===== src/rtl/comp_two_arbiter.sv =====
// Round-robin arbiter sharing one external two's-complement negation unit between two requesters.
// Optional COMP_TWO_OVF_EN adds the OVF flag (operand was the most negative value).
module comp_two_arbiter #(
    parameter int WIDTH = 8
) (
    input  logic             CLK,
    input  logic             RESET,
    input  logic             REQ0,
    input  logic             REQ1,
    input  logic [WIDTH-1:0] DIN0,
    input  logic [WIDTH-1:0] DIN1,
    output logic [WIDTH-1:0] NEG_IN,
    input  logic [WIDTH-1:0] NEG_OUT,
    output logic             GNT0,
    output logic             GNT1,
    output logic             DONE0,
    output logic             DONE1,
    output logic [WIDTH-1:0] DOUT,
    output logic             BUSY
`ifdef COMP_TWO_OVF_EN
    ,
    output logic             OVF
`endif
);

    typedef enum logic [1:0] {
        S_IDLE,
        S_ISSUE,
        S_CAPTURE,
        S_RESP
    } state_t;

    state_t           state_q, state_d;
    logic             last_q, last_d;
    logic [WIDTH-1:0] opr_q, opr_d;
    logic [WIDTH-1:0] dout_q, dout_d;
    logic             gnt0_q, gnt0_d;
    logic             gnt1_q, gnt1_d;
    logic             done0_q, done0_d;
    logic             done1_q, done1_d;
    logic             pick0;
`ifdef COMP_TWO_OVF_EN
    logic             ovf_q, ovf_d;
`endif

    // On a tie the requester that did not win last time takes the unit.
    assign pick0 = REQ0 && (!REQ1 || last_q);

    always_comb begin
        state_d = state_q;
        last_d  = last_q;
        opr_d   = opr_q;
        dout_d  = dout_q;
        gnt0_d  = gnt0_q;
        gnt1_d  = gnt1_q;
        done0_d = done0_q;
        done1_d = done1_q;
`ifdef COMP_TWO_OVF_EN
        ovf_d   = ovf_q;
`endif
        case (state_q)
            S_IDLE: begin
                if (REQ0 || REQ1) begin
                    opr_d   = pick0 ? DIN0 : DIN1;
                    gnt0_d  = pick0;
                    gnt1_d  = !pick0;
                    last_d  = !pick0;
                    state_d = S_ISSUE;
                end
            end
            S_ISSUE: begin
                state_d = S_CAPTURE;
            end
            S_CAPTURE: begin
                dout_d  = NEG_OUT;
                done0_d = gnt0_q;
                done1_d = gnt1_q;
`ifdef COMP_TWO_OVF_EN
                ovf_d   = (opr_q == {1'b1, {(WIDTH-1){1'b0}}});
`endif
                state_d = S_RESP;
            end
            S_RESP: begin
                done0_d = 1'b0;
                done1_d = 1'b0;
                gnt0_d  = 1'b0;
                gnt1_d  = 1'b0;
                state_d = S_IDLE;
            end
            default: begin
                state_d = S_IDLE;
            end
        endcase
    end

    always_ff @(posedge CLK or posedge RESET) begin
        if (RESET) begin
            state_q <= S_IDLE;
            last_q  <= 1'b1;
            opr_q   <= '0;
            dout_q  <= '0;
            gnt0_q  <= 1'b0;
            gnt1_q  <= 1'b0;
            done0_q <= 1'b0;
            done1_q <= 1'b0;
`ifdef COMP_TWO_OVF_EN
            ovf_q   <= 1'b0;
`endif
        end else begin
            state_q <= state_d;
            last_q  <= last_d;
            opr_q   <= opr_d;
            dout_q  <= dout_d;
            gnt0_q  <= gnt0_d;
            gnt1_q  <= gnt1_d;
            done0_q <= done0_d;
            done1_q <= done1_d;
`ifdef COMP_TWO_OVF_EN
            ovf_q   <= ovf_d;
`endif
        end
    end

    assign NEG_IN = opr_q;
    assign GNT0   = gnt0_q;
    assign GNT1   = gnt1_q;
    assign DONE0  = done0_q;
    assign DONE1  = done1_q;
    assign DOUT   = dout_q;
    assign BUSY   = (state_q != S_IDLE);
`ifdef COMP_TWO_OVF_EN
    assign OVF    = ovf_q;
`endif

endmodule


===== config.mk =====
export PLATFORM = sky130hd
export DESIGN_NAME = comp_two_arbiter
export DESIGN_NICKNAME = d
export VERILOG_FILES = /design/src/rtl/comp_two_arbiter.sv
export SDC_FILE = /design/constraint.sdc
export NUM_CORES = 1
export LEC_CHECK = 0
export CORE_UTILIZATION = 35
export CTS_BUF_LIST = sky130_fd_sc_hd__clkbuf_16
export CTS_CLUSTER_SIZE = 40
export DETAILED_ROUTE_END_ITERATION = 7
export DONT_BUFFER_PORTS = 1
export SLEW_MARGIN = 40
export SYNTH_ARGS = -nofsm -noshare
export SYNTH_HDL_FRONTEND = slang
export SYNTH_SLANG_ARGS = --single-unit

===== constraint.sdc =====
create_clock -name CLK -period 2.3 [get_ports CLK]
set_clock_uncertainty 0.15 [all_clocks]
set_input_delay 0.46 -clock CLK [delete_from_list [all_inputs] [get_ports CLK]]
set_output_delay 0.46 -clock CLK [all_outputs]
set_load 0.02 [all_outputs]

---- Yosys cells after proc, flatten, opt, wreduce, memory -nomap -nowiden ----
Index checks and enable logic that the tools add are counted.
storage, ports and cells
  bits in registers ....................... 23
  bits of input ports ..................... 28
  output and inout port bits .............. 21
  word-level logic and storage cells ...... 32
cells by class
  equality and inequality tests ........... 4
  mux-type cells .......................... 9
  reduce and logical (&&, ||, !) cells .... 11
operator list
  kind                count
  $mux 8              1
  $pmux 1 s2          4
  $pmux 2 s4          1
  $reduce_bool 2->1   3
  $eq 2x2->1 const B  2
  $reduce_and 2->1    2
  $eq 2x1->1 const B  1
  $logic_not 1->1     2
  $logic_not 2->1     1
  $logic_or 1x1->1    2
  $mux 1              2
  $mux 2              1
  $ne 2x2->1 const B  1
  $logic_and 1x1->1   1

---- Logic depth before layout (Yosys ltp) ----
  depth in word-level cells ............... 6
  depth in mapped cells ................... 5
  gate-level depth less buffers ........... 5

---- Worst setup path before layout ----
No wires, ideal clock.
  path type ............................... register to register
  from .................................... register state_q[0]
  to ...................................... register state_q[1]
  library setup time ...................... 125 ps
  data arrival time ....................... 1,394 ps
  required time ........................... 2,025 ps
  setup slack ............................. 631 ps
  cell stages (with the launch flop) ...... 5
  path buffers ............................ 0
  clock period less this slack ............ 1,669 ps
  cells stage by stage .................... dfrtp_1 > inv_1 > ha_1 > nor3b_1 > mux2_2
between the ends
  word-level cells in the longest chain between the ends .. 2
  elaborated cells on any way between the ends .. 6
  those cells by class .................... eq/ne (4); mux (1); reduce/logical (1)
ends and longest elaborated chain
  what                                             RTL line  source
  start: declaration                               33        state_t state_q, state_d;
  start signal: assignment                         110       state_q <= state_d;
  $eq 2x2->1 (tied with other cells)               61        case (state_q)
  $pmux 2 s4 / $ne 2x2->1 (equally long branches)  -
Parallel ways exist; a longest one is shown, timed or not.
A chain may end at the register's enable or synchronous reset.

---- Worst setup path after layout ----
Same ends and word-level chain as after synthesis.

==> metrics.yaml <==
placement:
  post-dp-hpwl_mm: 1.43
  gp_congestion: 0.715
  port_buffers: 0
  pre_cts_slack_ps: 478
route:
  drt_wl_total_mm: 1.85
  wire_per_inst_um: 16.7
  vias: 616
  dr.pass1.iters: 4
  drt_iter0_markers: 22
  via_per_inst: 5.55
  drc: 0
  antenna_left: 0
synthesis:
  synth_edf_count: 0
  yosys-top-cells-area: "dfrtp_1 54%, mux2_2 9.9%, a221o_1 7.9%, and2_1 4.9%, ha_1 4.9%"
  yosys_warnings: 0
  synth_seq_cells: 23
  synth_fp_nets: 109
  synth_area_mm2: 0.00102
  synth_most_common_cell: "dfrtp_1"
  synthCells: 77
  yosys.area.top_type: "dfrtp_1"
  synthArstFlopShare: 1.00
  yosysTopAreaCellShare: 0.540
  ys_types: 21
  synth_common_cells: "22 x dfrtp_1, 9 x mux2_2, 8 x a221o_1, 8 x and2_1, 5 x inv_1"
  ys_seq_area_frac: 0.566
  synth_flop_cell: "dfrtp_1"
  syn_avg_cell_area_um2: 13.2
timing:
  hold_viol_final: 0
  worst_slew_pin_slew_ps: 504
  setup_ws_ps: 466
  period_minus_slack_ps: 1830
  finalSetupTns_ps: 0
  fmaxAchievable_mhz: 545
  rsz0062_at_grt: "no"
  drv_slew: 0
  post-route-period-util: 0.797
  finalSetupViolCount: 0
  whs_ps: 203
  slew_headroom: 0.661
critical_path:
  critPathCaptureType: "flop"
  cp-startpoint: "state_q[0]"
  critical_path.startpoint_type: "flop"
  reg2reg_depth: 4
  crit_fanout: 6
  r2r_slack_ps: 470
  r2r_start: "state_q[0]"
  critPathArrivalTime_ps: 1820
  criticalPathCategory: "flop to flop"
  crit_required_ps: 2290
  r2r-end: "state_q[1]"
global_routing:
  grt_pass1_wl_mm: 3.11
  grt_max_degree: 14
  antenna_found_initial: 0
  grt_pass1_vias: 648
  grt_use_total: 0.133
  grt_overflow_total: 0
floorplan:
  initial_utilization: 0.370
  fp-row-count: 19
  die_y_um: 56.0
  ioPinCount: 49
  die_area_mm2: 0.00313
  die_w_um: 56.0
  fp.coreArea_mm2: 0.00276
cts:
  numCtsBuffers: 3
  clock_latency_ps: 250
  cts_tree: "yes"
  clkSinkCount: 23
  post-cts-setup-buffer-count: 0
  path_clk_slew_ps: 60
  clock_path_buffers: 2
  cts_root_buf: "clkbuf_16"
  htree_levels: 1
cells_and_area:
  drive_gt1_frac: 0.213
  syn2layout_area_growth_pct: 10.7
  insertedDiodeCount: 0
  finalNetCount: 113
worst_hold_path:
  holdCritPathClass: "input pin to flop"
  worst_hold_path.num_cells: 1
  min_to: "NEG_IN[1]"
  worstHoldStart: "DIN1[1]"
pwr:
  p_leak_nw: 0.510
  clkPwrFrac: 0.196
  power_density_mw_per_mm2: 1650
  pwr-share-seq: 0.508
  switching_share: 0.388
  ir_drop_mv: 0.718
  switching_power_mw: 0.722
  p_int_mw: 1.14
  p_comb_frac: 0.296
run:
  maxCapViolCount: 0
outcome:
  status: "finished clean"
## worst max path at each step
stage	cells after the start	slack, ps	to
2_1_floorplan	4	630	state_q[1]
3_3_place_gp	4	580	state_q[1]
3_5_place_dp	4	480	state_q[1]
4_1_cts	4	470	state_q[1]
5_1_grt	4	300	state_q[1]
6_report	4	470	state_q[1]
## logic make-up after synthesis
| kind of cell | Yosys count | synth area share |
|---|---|---|
| AO/OA/AOI/OAI | 14 | 0.120 |
| multiplexers | 11 | 0.119 |
| flip-flops | 23 | 0.566 |
| buffers and inverters | 8 | 0.0454 |
| AND/OR/NAND/NOR | 17 | 0.101 |
| adder cells (fa/ha/maj) | 4 | 0.0491 |
## power groups by stage
| stage | Clock, mW | Sequential [mW] | Combinational (mW) |
|---|---|---|---|
| floorplan | 0 | 0.915 | 0.492 |
| global placement | 0 | 0.948 | 0.533 |
| detailed placement | 0 | 0.958 | 0.560 |
| CTS | 0.379 | 0.952 | 0.563 |
| global route | 0.395 | 0.979 | 0.626 |
| finish | 0.366 | 0.945 | 0.551 |
## metal layers
layer | part of all wire | GRT usage | routed length [µm] | up-vias
li1 | - | - | - | 282
met5 | 0 | 0 | 0 | -
met1 | 0.37 | 0.146 | 684 | 302
met4 | 0.015 | 0.0732 | 27 | 0
met3 | 0.14 | 0.0791 | 257 | 2
met2 | 0.48 | 0.197 | 882 | 30
## sequential cells by signal, indices dropped and copies added (netlist names)
register,flops
DONE0,1
DONE1,1
GNT1,1
GNT0,1
DOUT,8
state_q,2
last_q,1
NEG_IN,8
## layout make-up
cell class / count / area, µm²
fillers: 279 / 1630
flip-flops and latches: 23 / 577
multi-input cells: 46 / 397
clock buffers: 3 / 75.1
well taps: 31 / 38.8
inverters: 5 / 18.8
repair buffers: 2 / 17.5
clock inverters: 1 / 5.00
## metrics by stage
step | total power, mW | instances | cell area (µm²) | util
2_1_floorplan | 1.41 | 77 | 1020 | -
3_3_place_gp | 1.48 | 106 | 1040 | 0.377
3_5_place_dp | 1.52 | 106 | 1040 | 0.377
4_1_cts | 1.89 | 111 | 1130 | 0.409
5_1_grt | 2.00 | 111 | 1130 | 0.409
6_report | 1.86 | 111 | 1130 | 0.409
## worst max-delay path: stages (launching register included)
cell and delay, ps:
dfrtp_1 390, inv_1 130, ha_1 260, nor3b_1 410
mux2_2 380
## layout by cell type, fill, tap and decap left out
cell	instances
dfrtp_1	22
o21ai_1	1
and2_1	8
dfstp_2	1
clkinv_2	1
nor2_1	3
a32o_1	2
clkbuf_16	3
o21bai_1	1
nand2_1	1
nor3_1	1
dlygate4sd3_1	1
inv_1	5
buf_4	1
and3_4	1
mux2i_1	2
ha_1	4
nand2b_1	1
a221o_1	8
mux2_2	9
nor3b_1	1
a21oi_1	2
and3_2	1
## timing repair
action / 4_1_cts / 5_1_grt
gates resized for setup: 0 / 0
hold buffers: 1 / 0
endpoints found under the hold margin: 11 / 0
(Power assumes the default switching activity.)
